--- config.mk ---
export PLATFORM = sky130hd
export DESIGN_NAME = ftdi_tx_arbiter
export DESIGN_NICKNAME = d
export VERILOG_FILES = /design/src/rtl/ftdi_arb_pkg.sv /design/src/rtl/ftdi_rr_pick.sv /design/src/rtl/ftdi_tx_arbiter.sv
export SDC_FILE = /design/constraint.sdc
export NUM_CORES = 1
export LEC_CHECK = 0
export BUFFER_PORTS_ARGS = -buffer_cell sky130_fd_sc_hd__buf_2
export CAP_MARGIN = 20
export CORE_UTILIZATION = 50
export CTS_BUF_LIST = sky130_fd_sc_hd__clkbuf_4 sky130_fd_sc_hd__clkbuf_8
export CTS_CLUSTER_SIZE = 28
export DETAILED_ROUTE_END_ITERATION = 8
export PLACE_DENSITY = 0.82
export SLEW_MARGIN = 15
export SYNTH_ARGS = -nofsm -noshare
export SYNTH_HDL_FRONTEND = slang
export SYNTH_SLANG_ARGS = --single-unit
--- constraint.sdc ---
create_clock -name clk -period 5 [get_ports clk]
set_input_delay 0.5 -clock clk [delete_from_list [all_inputs] [get_ports clk]]
set_output_delay 0.5 -clock clk [all_outputs]
set_load 0.005 [all_outputs]
--- src/rtl/ftdi_arb_pkg.sv ---
// Shared types and helpers for the FTDI tx round-robin arbiter/framer.
// The optional checksum trailer is enabled with FTDI_ARB_CSUM_EN.
package ftdi_arb_pkg;

  localparam int CH_W = 4;
  localparam logic [3:0] HDR_MARK_DEFAULT = 4'hA;

  typedef enum logic [1:0] {
    ST_IDLE = 2'd0,
    ST_HDR  = 2'd1,
    ST_DATA = 2'd2,
    ST_CSUM = 2'd3
  } arb_state_e;

  function automatic logic [7:0] build_hdr(input logic [3:0] mark,
                                           input logic [CH_W-1:0] ch);
    return {mark, ch};
  endfunction

endpackage

--- src/rtl/ftdi_rr_pick.sv ---
// Combinational round-robin picker: first requesting channel after 'last',
// wrapping modulo NUM_CH, with 'last' itself at lowest priority.
module ftdi_rr_pick
  import ftdi_arb_pkg::*;
#(
  parameter int NUM_CH = 4
) (
  input  logic [NUM_CH-1:0] req,
  input  logic [CH_W-1:0]   last,
  output logic [CH_W-1:0]   idx,
  output logic              any
);

  logic [15:0] req_ext;
  logic [4:0]  cand;

  assign req_ext = 16'(req);

  // Walk from the farthest offset down so the nearest requester wins last.
  always_comb begin
    idx  = '0;
    any  = 1'b0;
    cand = '0;
    for (int off = NUM_CH; off >= 1; off--) begin
      cand = 5'(last) + 5'(off);
      if (cand >= 5'(NUM_CH)) cand = cand - 5'(NUM_CH);
      if (req_ext[cand[3:0]]) begin
        idx = cand[3:0];
        any = 1'b1;
      end
    end
  end

endmodule

--- src/rtl/ftdi_tx_arbiter.sv ---
// Round-robin framer sharing one byte stream among NUM_CH sources: header
// byte, then up to MAX_BURST payload bytes (plus XOR trailer with FTDI_ARB_CSUM_EN).
module ftdi_tx_arbiter
  import ftdi_arb_pkg::*;
#(
  parameter int         NUM_CH    = 4,
  parameter int         MAX_BURST = 64,
  parameter logic [3:0] HDR_MARK  = HDR_MARK_DEFAULT
) (
  input  logic                  clk,
  input  logic                  rst,
  input  logic [NUM_CH*8-1:0]   s_tdata,
  input  logic [NUM_CH-1:0]     s_tvalid,
  input  logic [NUM_CH-1:0]     s_tlast,
  output logic [NUM_CH-1:0]     s_tready,
  output logic [7:0]            m_tdata,
  output logic                  m_tvalid,
  input  logic                  m_tready,
  output logic [3:0]            grant_ch,
  output logic                  busy
);

  // Handshake: a byte moves on a cycle where valid && ready are both high;
  // the sender holds data stable while valid is high and ready is low.

  localparam int CNT_W = $clog2(MAX_BURST) + 1;

  arb_state_e        state_q, state_d;
  logic [CH_W-1:0]   grant_q, grant_d;
  logic [CH_W-1:0]   rr_q, rr_d;
  logic [CNT_W-1:0]  cnt_q, cnt_d;
`ifdef FTDI_ARB_CSUM_EN
  logic [7:0]        csum_q, csum_d;
`endif

  logic [15:0]       valid_ext, last_ext, ready_ext;
  logic [127:0]      data_ext;
  logic [7:0]        cur_data, hdr_byte;
  logic              cur_valid, cur_last;
  logic [CH_W-1:0]   pick_idx;
  logic              pick_any;

  assign valid_ext = 16'(s_tvalid);
  assign last_ext  = 16'(s_tlast);
  assign data_ext  = 128'(s_tdata);
  assign cur_data  = data_ext[{grant_q, 3'b000} +: 8];
  assign cur_valid = valid_ext[grant_q];
  assign cur_last  = last_ext[grant_q];
  assign hdr_byte  = build_hdr(HDR_MARK, grant_q);

  ftdi_rr_pick #(.NUM_CH(NUM_CH)) u_pick (
    .req  (s_tvalid),
    .last (rr_q),
    .idx  (pick_idx),
    .any  (pick_any)
  );

  always_comb begin
    state_d   = state_q;
    grant_d   = grant_q;
    rr_d      = rr_q;
    cnt_d     = cnt_q;
    m_tvalid  = 1'b0;
    m_tdata   = 8'h00;
    ready_ext = '0;
`ifdef FTDI_ARB_CSUM_EN
    csum_d    = csum_q;
`endif
    case (state_q)
      ST_IDLE: begin
        if (pick_any) begin
          grant_d = pick_idx;
          rr_d    = pick_idx;
          state_d = ST_HDR;
        end
      end
      ST_HDR: begin
        m_tvalid = 1'b1;
        m_tdata  = hdr_byte;
        if (m_tready) begin
          state_d = ST_DATA;
          cnt_d   = '0;
`ifdef FTDI_ARB_CSUM_EN
          csum_d  = hdr_byte;
`endif
        end
      end
      ST_DATA: begin
        m_tvalid           = cur_valid;
        m_tdata            = cur_data;
        ready_ext[grant_q] = m_tready;
        if (cur_valid && m_tready) begin
          cnt_d = cnt_q + 1'b1;
`ifdef FTDI_ARB_CSUM_EN
          csum_d = csum_q ^ cur_data;
`endif
          // Cap reached: the channel resumes later under a fresh header.
          if (cur_last || (cnt_q == CNT_W'(MAX_BURST - 1))) begin
`ifdef FTDI_ARB_CSUM_EN
            state_d = ST_CSUM;
`else
            state_d = ST_IDLE;
`endif
          end
        end
      end
`ifdef FTDI_ARB_CSUM_EN
      ST_CSUM: begin
        m_tvalid = 1'b1;
        m_tdata  = csum_q;
        if (m_tready) state_d = ST_IDLE;
      end
`endif
      default: state_d = ST_IDLE;
    endcase
  end

  always_ff @(posedge clk or posedge rst) begin
    if (rst) begin
      state_q <= ST_IDLE;
      grant_q <= '0;
      rr_q    <= CH_W'(NUM_CH - 1);
      cnt_q   <= '0;
`ifdef FTDI_ARB_CSUM_EN
      csum_q  <= '0;
`endif
    end else begin
      state_q <= state_d;
      grant_q <= grant_d;
      rr_q    <= rr_d;
      cnt_q   <= cnt_d;
`ifdef FTDI_ARB_CSUM_EN
      csum_q  <= csum_d;
`endif
    end
  end

  assign s_tready = ready_ext[NUM_CH-1:0];
  assign grant_ch = grant_q;
  assign busy     = (state_q != ST_IDLE);

endmodule

== Yosys cells after proc, flatten, opt, wreduce, memory -nomap -nowiden ==
Index checks and enable logic that the tools add are counted.

* Memories: 0
* Latch bits: 0
* Logic and storage cells: 78
* Output and inout bits: 18
* Input bits: 43
* Register bits after elaboration: 17
* Bits in read-only memories: 0
* RAM bits: 0

* Shifts and indexed selects: 1
* Bitwise logic cells: 1
* Equal/unequal tests: 7
* Multiplexer cells: 37
* Divide/modulo/power cells: 0
* $lt $le $gt $ge: 10
* Multipliers: 0
* Reductions and logical operators: 9
* $add $sub $neg: 9

{| class="wikitable"
|+ Operator list
! kind !! count
|-
| $shiftx A128 B8 Y8 || 1
|-
| $mux W4 || 9
|-
| $lt A4 B5 Y1 const B || 5
|-
| $bmux W1 S4 || 6
|-
| $ge A5 B3 Y1 const B || 4
|-
| $pmux W8 S2 || 1
|-
| $sub A4 B3 Y4 const B || 4
|-
| $mux W7 || 2
|-
| $pmux W7 S2 || 1
|-
| $mux W1 || 11
|-
| $add A4 B2 Y5 const B || 2
|-
| $mux W2 || 4
|-
| $ne A2 B2 Y1 const B || 4
|-
| $add A7 B1 Y7 const B || 1
|-
| $eq A7 B6 Y1 const B || 1
|-
| $pmux W2 S3 || 1
|-
| $add A4 B1 Y5 const B || 1
|-
| $add A4 B3 Y5 const B || 1
|-
| $and A4 B4 Y4 || 1
|-
| $demux W1 S4 || 1
|-
| $ge A4 B1 Y1 const B || 1
|-
| $reduce_and A4 Y1 || 1
|-
| $reduce_bool A2 Y1 || 2
|-
| $reduce_and A3 Y1 || 1
|-
| 7 further kinds || 8
|}

== Longest topological paths before layout ==
* Depth after elaboration: 11
* Gate-level depth with buffers: 12
* Gate-level depth less buffers: 11

== Modules after synthesis ==
Synthesis repeated with hierarchy kept, for this count alone.

* Cells, all modules: 197
* Area, all modules: 1899.3 sq um

{| class="wikitable"
|+ By module, submodules not included
! module !! instances !! sequential area each (sq um) !! cells an instance !! area each (sq um)
|-
| ftdi_tx_arbiter || 1 || 377.9 || 123 || 1266.2
|-
| ftdi_rr_pick || 1 || 0.0 || 74 || 633.1
|}

== Least setup slack after synthesis ==
No wires, ideal clock.

* Path type: register to register
* From: register rr_q[1]
* To: register rr_q[1]
* Cell stages (with the launch flop): 11
* Path buffers: 0
* Clock period less this slack: 2.532 ns
* Setup time: 0.075 ns
* Required time: 4.925 ns
* Setup slack: 2.468 ns
* Data arrival time: 2.457 ns
* Path through: dfstp_2 ha_1 and3b_1 nor2_1 ha_1 a21o_1 o311ai_1 o211a_1 a21oi_2 a31oi_4 mux2i_1

* Cells in the longest elaborated chain, start to end: 10
* Elaborated cells on any way between the ends: 33
* Those cells by class: add/sub (8); order compare (4); mux (20); reduce/logical (1)

{| class="wikitable"
|+ RTL lines
! element !! line !! RTL
|-
| start: declaration || ftdi_tx_arbiter.sv:30 || <nowiki>logic [CH_W-1:0] rr_q, rr_d;</nowiki>
|-
| start signal: assignment || ftdi_tx_arbiter.sv:122 || <nowiki>rr_q <= CH_W'(NUM_CH - 1);</nowiki>
|-
| start signal: assignment || ftdi_tx_arbiter.sv:130 || <nowiki>rr_q <= rr_d;</nowiki>
|-
| $add A4 B3 Y5 || ftdi_rr_pick.sv:25 || <nowiki>cand = 5'(last) + 5'(off);</nowiki>
|-
| $sub A4 B3 Y4 / $ge A5 B3 Y1 (equally long branches) || ftdi_rr_pick.sv:26 || <nowiki>if (cand >= 5'(NUM_CH)) cand = cand - 5'(NUM_CH);</nowiki>
|-
| $mux W4 || ftdi_rr_pick.sv:26 ||
|-
| $bmux W1 S4 || ftdi_rr_pick.sv:27 || <nowiki>if (req_ext[cand[3:0]]) begin</nowiki>
|-
| $mux W1 (not written as such) || ftdi_rr_pick.sv:27 ||
|-
| $mux W1 (4 in a row) || ftdi_rr_pick.sv:27 ||
|-
| $reduce_and A2 Y1 (no source line) || n/a ||
|}

Parallel ways exist; a longest one is shown, timed or not. The select of a mux whose other input is x is not followed.
A chain may end at the register's enable or synchronous reset.

==> flow_metrics.py <==
metrics = {
    "run_status": {
        "status": "completed",
    },
    "global_route": {
        "grt_start_max_net_pins": 16,
        "grt_pass1_vias": 1712,
        "overflow": 0,
        "antenna_found_initial": 0,
        "grt_pass1_wl_um": 7307,
        "grtUsageTotal": 0.2329,
    },
    "placement": {
        "port_buffers": 60,
        "gp_congestion": 0.9002,
        "dpl_cell_area_um2": 2157,
        "dp_cells": 299,
        "dp.final_hpwl_um": 3607,
        "pre_cts_ws_ns": 2.128,
    },
    "cts": {
        "cts_hold_buf": 0,
        "root_buffer": "clkbuf_8",
        "clkLatencyLatePin_ns": 0.25,
        "post_cts_resized": 0,
        "numCtsBuffers": 3,
        "clk_pin_slew_worst_paths_ns": 0.07,
        "cts_tree": "done",
        "clk_path_buf_depth": 2,
        "cts_num_sinks": 15,
        "post_cts_buffers": 0,
        "htreeDepth": 1,
    },
    "drt": {
        "highest_layer": "met4",
        "drt-pass1-iter-count": 4,
        "wl_per_cell_um": 14.73,
        "drt-total-wl_um": 4464,
        "routed-wl-met2_um": 2193,
        "met3_length_um": 295,
        "postRouteAntennaNets": 0,
        "drcViolationCount": 0,
        "vias": 1783,
        "met1_length_um": 1932,
        "drt_iter0_drc": 63,
        "via_per_inst": 5.884,
    },
    "sta": {
        "tightest_slew_ns": 0.7279,
        "hold_viol": 0,
        "finalCriticalPeriod_ns": 2.945,
        "period_share": 0.5889,
        "maxSlewHeadroom": 0.5147,
        "max_freq_mhz": 339.6,
        "setup_viol": 0,
        "setup_ws_ns": 2.055,
        "hold_ws_ns": 0.2959,
        "final-max-slew-violation-count": 0,
        "grt_setup_unrepaired": "false",
        "fin_setup_tns_ns": 0,
        "finClkSkew_ns": 0.003974,
    },
    "critical_path": {
        "cp_max_fo": 13,
        "endpoint": "grant_ch[1]",
        "regToRegSetupSlack_ns": 2.06,
        "reg2reg_depth": 10,
        "r2r_end": "grant_ch[1]",
        "rr_startpoint": "grant_ch[2]",
        "worstSetupStartpoint": "grant_ch[2]",
        "path_class": "register to register",
        "worstPathArrival_ns": 3.11,
        "endpoint_kind": "register",
        "startpoint_type": "register",
        "required_ns": 5.17,
    },
    "power_and_ir_drop": {
        "total_power_uw": 294.0,
        "power_density_nw_per_um2": 133.4,
        "ir_drop_uv": 87.64,
        "p_leak_nw": 1.128,
    },
    "cells_and_area": {
        "design_area_um2": 2203,
        "layout.nets": 319,
        "mostFrequentLayoutCells": "buf_2, nand2_1, ha_1, inv_1",
        "antenna_cells": 0,
        "finalNonFillerCells": 303,
        "final_layout_size_suffix_gt1_frac": 0.3463,
        "final_common_cell": "buf_2",
        "final_util": 0.6401,
        "syn_to_final_growth_pct": 18.59,
    },
    "floorplan": {
        "die_w_um": 62.96,
        "chipHeight_um": 62.96,
        "dieArea_um2": 3964,
        "core_um2": 3442,
        "rows": 21,
        "design.portCount": 61,
        "start_util": 0.5398,
    },
    "synth": {
        "yosys_warnings": 0,
        "synth-edff-count": 0,
        "syn_area_um2": 1858,
        "syn-instance-count": 203,
        "ys_types": 57,
        "synth_top_flop_cell": "dfrtp_1",
        "synth_seq_area_share": 0.2034,
        "synth_nets": 264,
        "async_reset_ff_frac": 1.000,
        "synth-seq-cells": 15,
        "syn_avg_cell_area_um2": 9.153,
    },
    "run": {
        "cap_violations": 0,
    },
    "min_path": {
        "hold_path_class": "input pin to async pin",
    },
}
## routing by layer
| metal | vias to the layer above | global-route usage |
|---|---|---|
| li1 | 866 | - |
| met1 | 831 | 0.2869 |
| met2 | 82 | 0.4099 |
| met3 | 4 | 0.04197 |
| met4 | 0 | 0.06686 |
| met5 | - | 0 |
## sequential cells by signal, summed over array words and instances (netlist names)
register and cells:
grant_ch 4, rr_q 2, cnt_q 7, state_q 2
## worst max-delay path, stage by stage, from the launching register on
cell,delay [ns]
dfrtp_1,0.54
ha_1,0.34
a21boi_1,0.28
nor2_1,0.09
ha_1,0.21
a21o_1,0.18
o311ai_1,0.32
o211a_1,0.28
a21oi_2,0.09
a31oi_4,0.28
mux2i_1,0.25
## logic make-up after synthesis
logic type / share of synthesized area
xor+xnor: 0.02357
fa+ha+maj: 0.1212
compound gates: 0.2283
flops: 0.2034
mux: 0.1845
simple gates: 0.1751
buf+inv: 0.06397
## power by group
| part | leakage [nW] | switching (mW) | total [mW] | internal, mW |
|---|---|---|---|---|
| logic | 0.921 | 0.0338 | 0.0656 | 0.0318 |
| clock network | 0.0255 | 0.0475 | 0.103 | 0.0553 |
| registers | 0.182 | 0.00244 | 0.126 | 0.123 |
## synthesized netlist by cell type, types with 2 or more instances
master,n,area (µm²)
and3_1,4,25.02
ha_1,18,225.2
nor3_1,2,10.01
o31ai_1,2,15.01
o211ai_1,2,15.01
inv_1,16,60.06
mux2_2,2,22.52
dfstp_2,2,52.55
a22o_1,4,35.03
mux4_2,12,270.3
a21oi_1,7,35.03
o21ai_0,11,55.05
o211a_1,2,20.02
clkbuf_1,3,11.26
xnor2_1,2,17.52
nand2_1,20,75.07
o21ai_1,4,20.02
buf_2,2,10.01
mux2i_1,5,50.05
o22ai_1,2,12.51
a31oi_1,3,18.77
o221ai_1,2,17.52
nand4_1,3,18.77
nand2b_1,2,12.51
and2_1,3,18.77
a41oi_1,2,17.52
buf_4,3,22.52
xor2_1,3,26.28
nor2_1,13,48.80
dfrtp_1,13,325.3
nand3_1,3,15.01
nor2b_1,5,31.28
a21o_1,2,15.01
## how the worst min path moves through the flow
stage | startpoint | endpoint | slack (ns)
after floorplan | rst | cnt_q[0] | 0.40
after global placement | state_q[0] | state_q[0] | 0.51
after detailed placement | state_q[0] | state_q[0] | 0.51
after CTS | rst | cnt_q[6] | 0.31
after global routing | rst | cnt_q[6] | 0.35
final | rst | cnt_q[6] | 0.30
## layout make-up
class | count | area, µm²
fill | 287 | 1239
inverter | 16 | 60.06
multi-input combinational | 162 | 1361
sequential | 15 | 377.9
tap | 46 | 57.56
timing repair buffer | 60 | 300.3
clock inverter | 1 | 5.005
clock buffer | 3 | 41.29
Note: power is estimated with default switching activity, not from simulation.
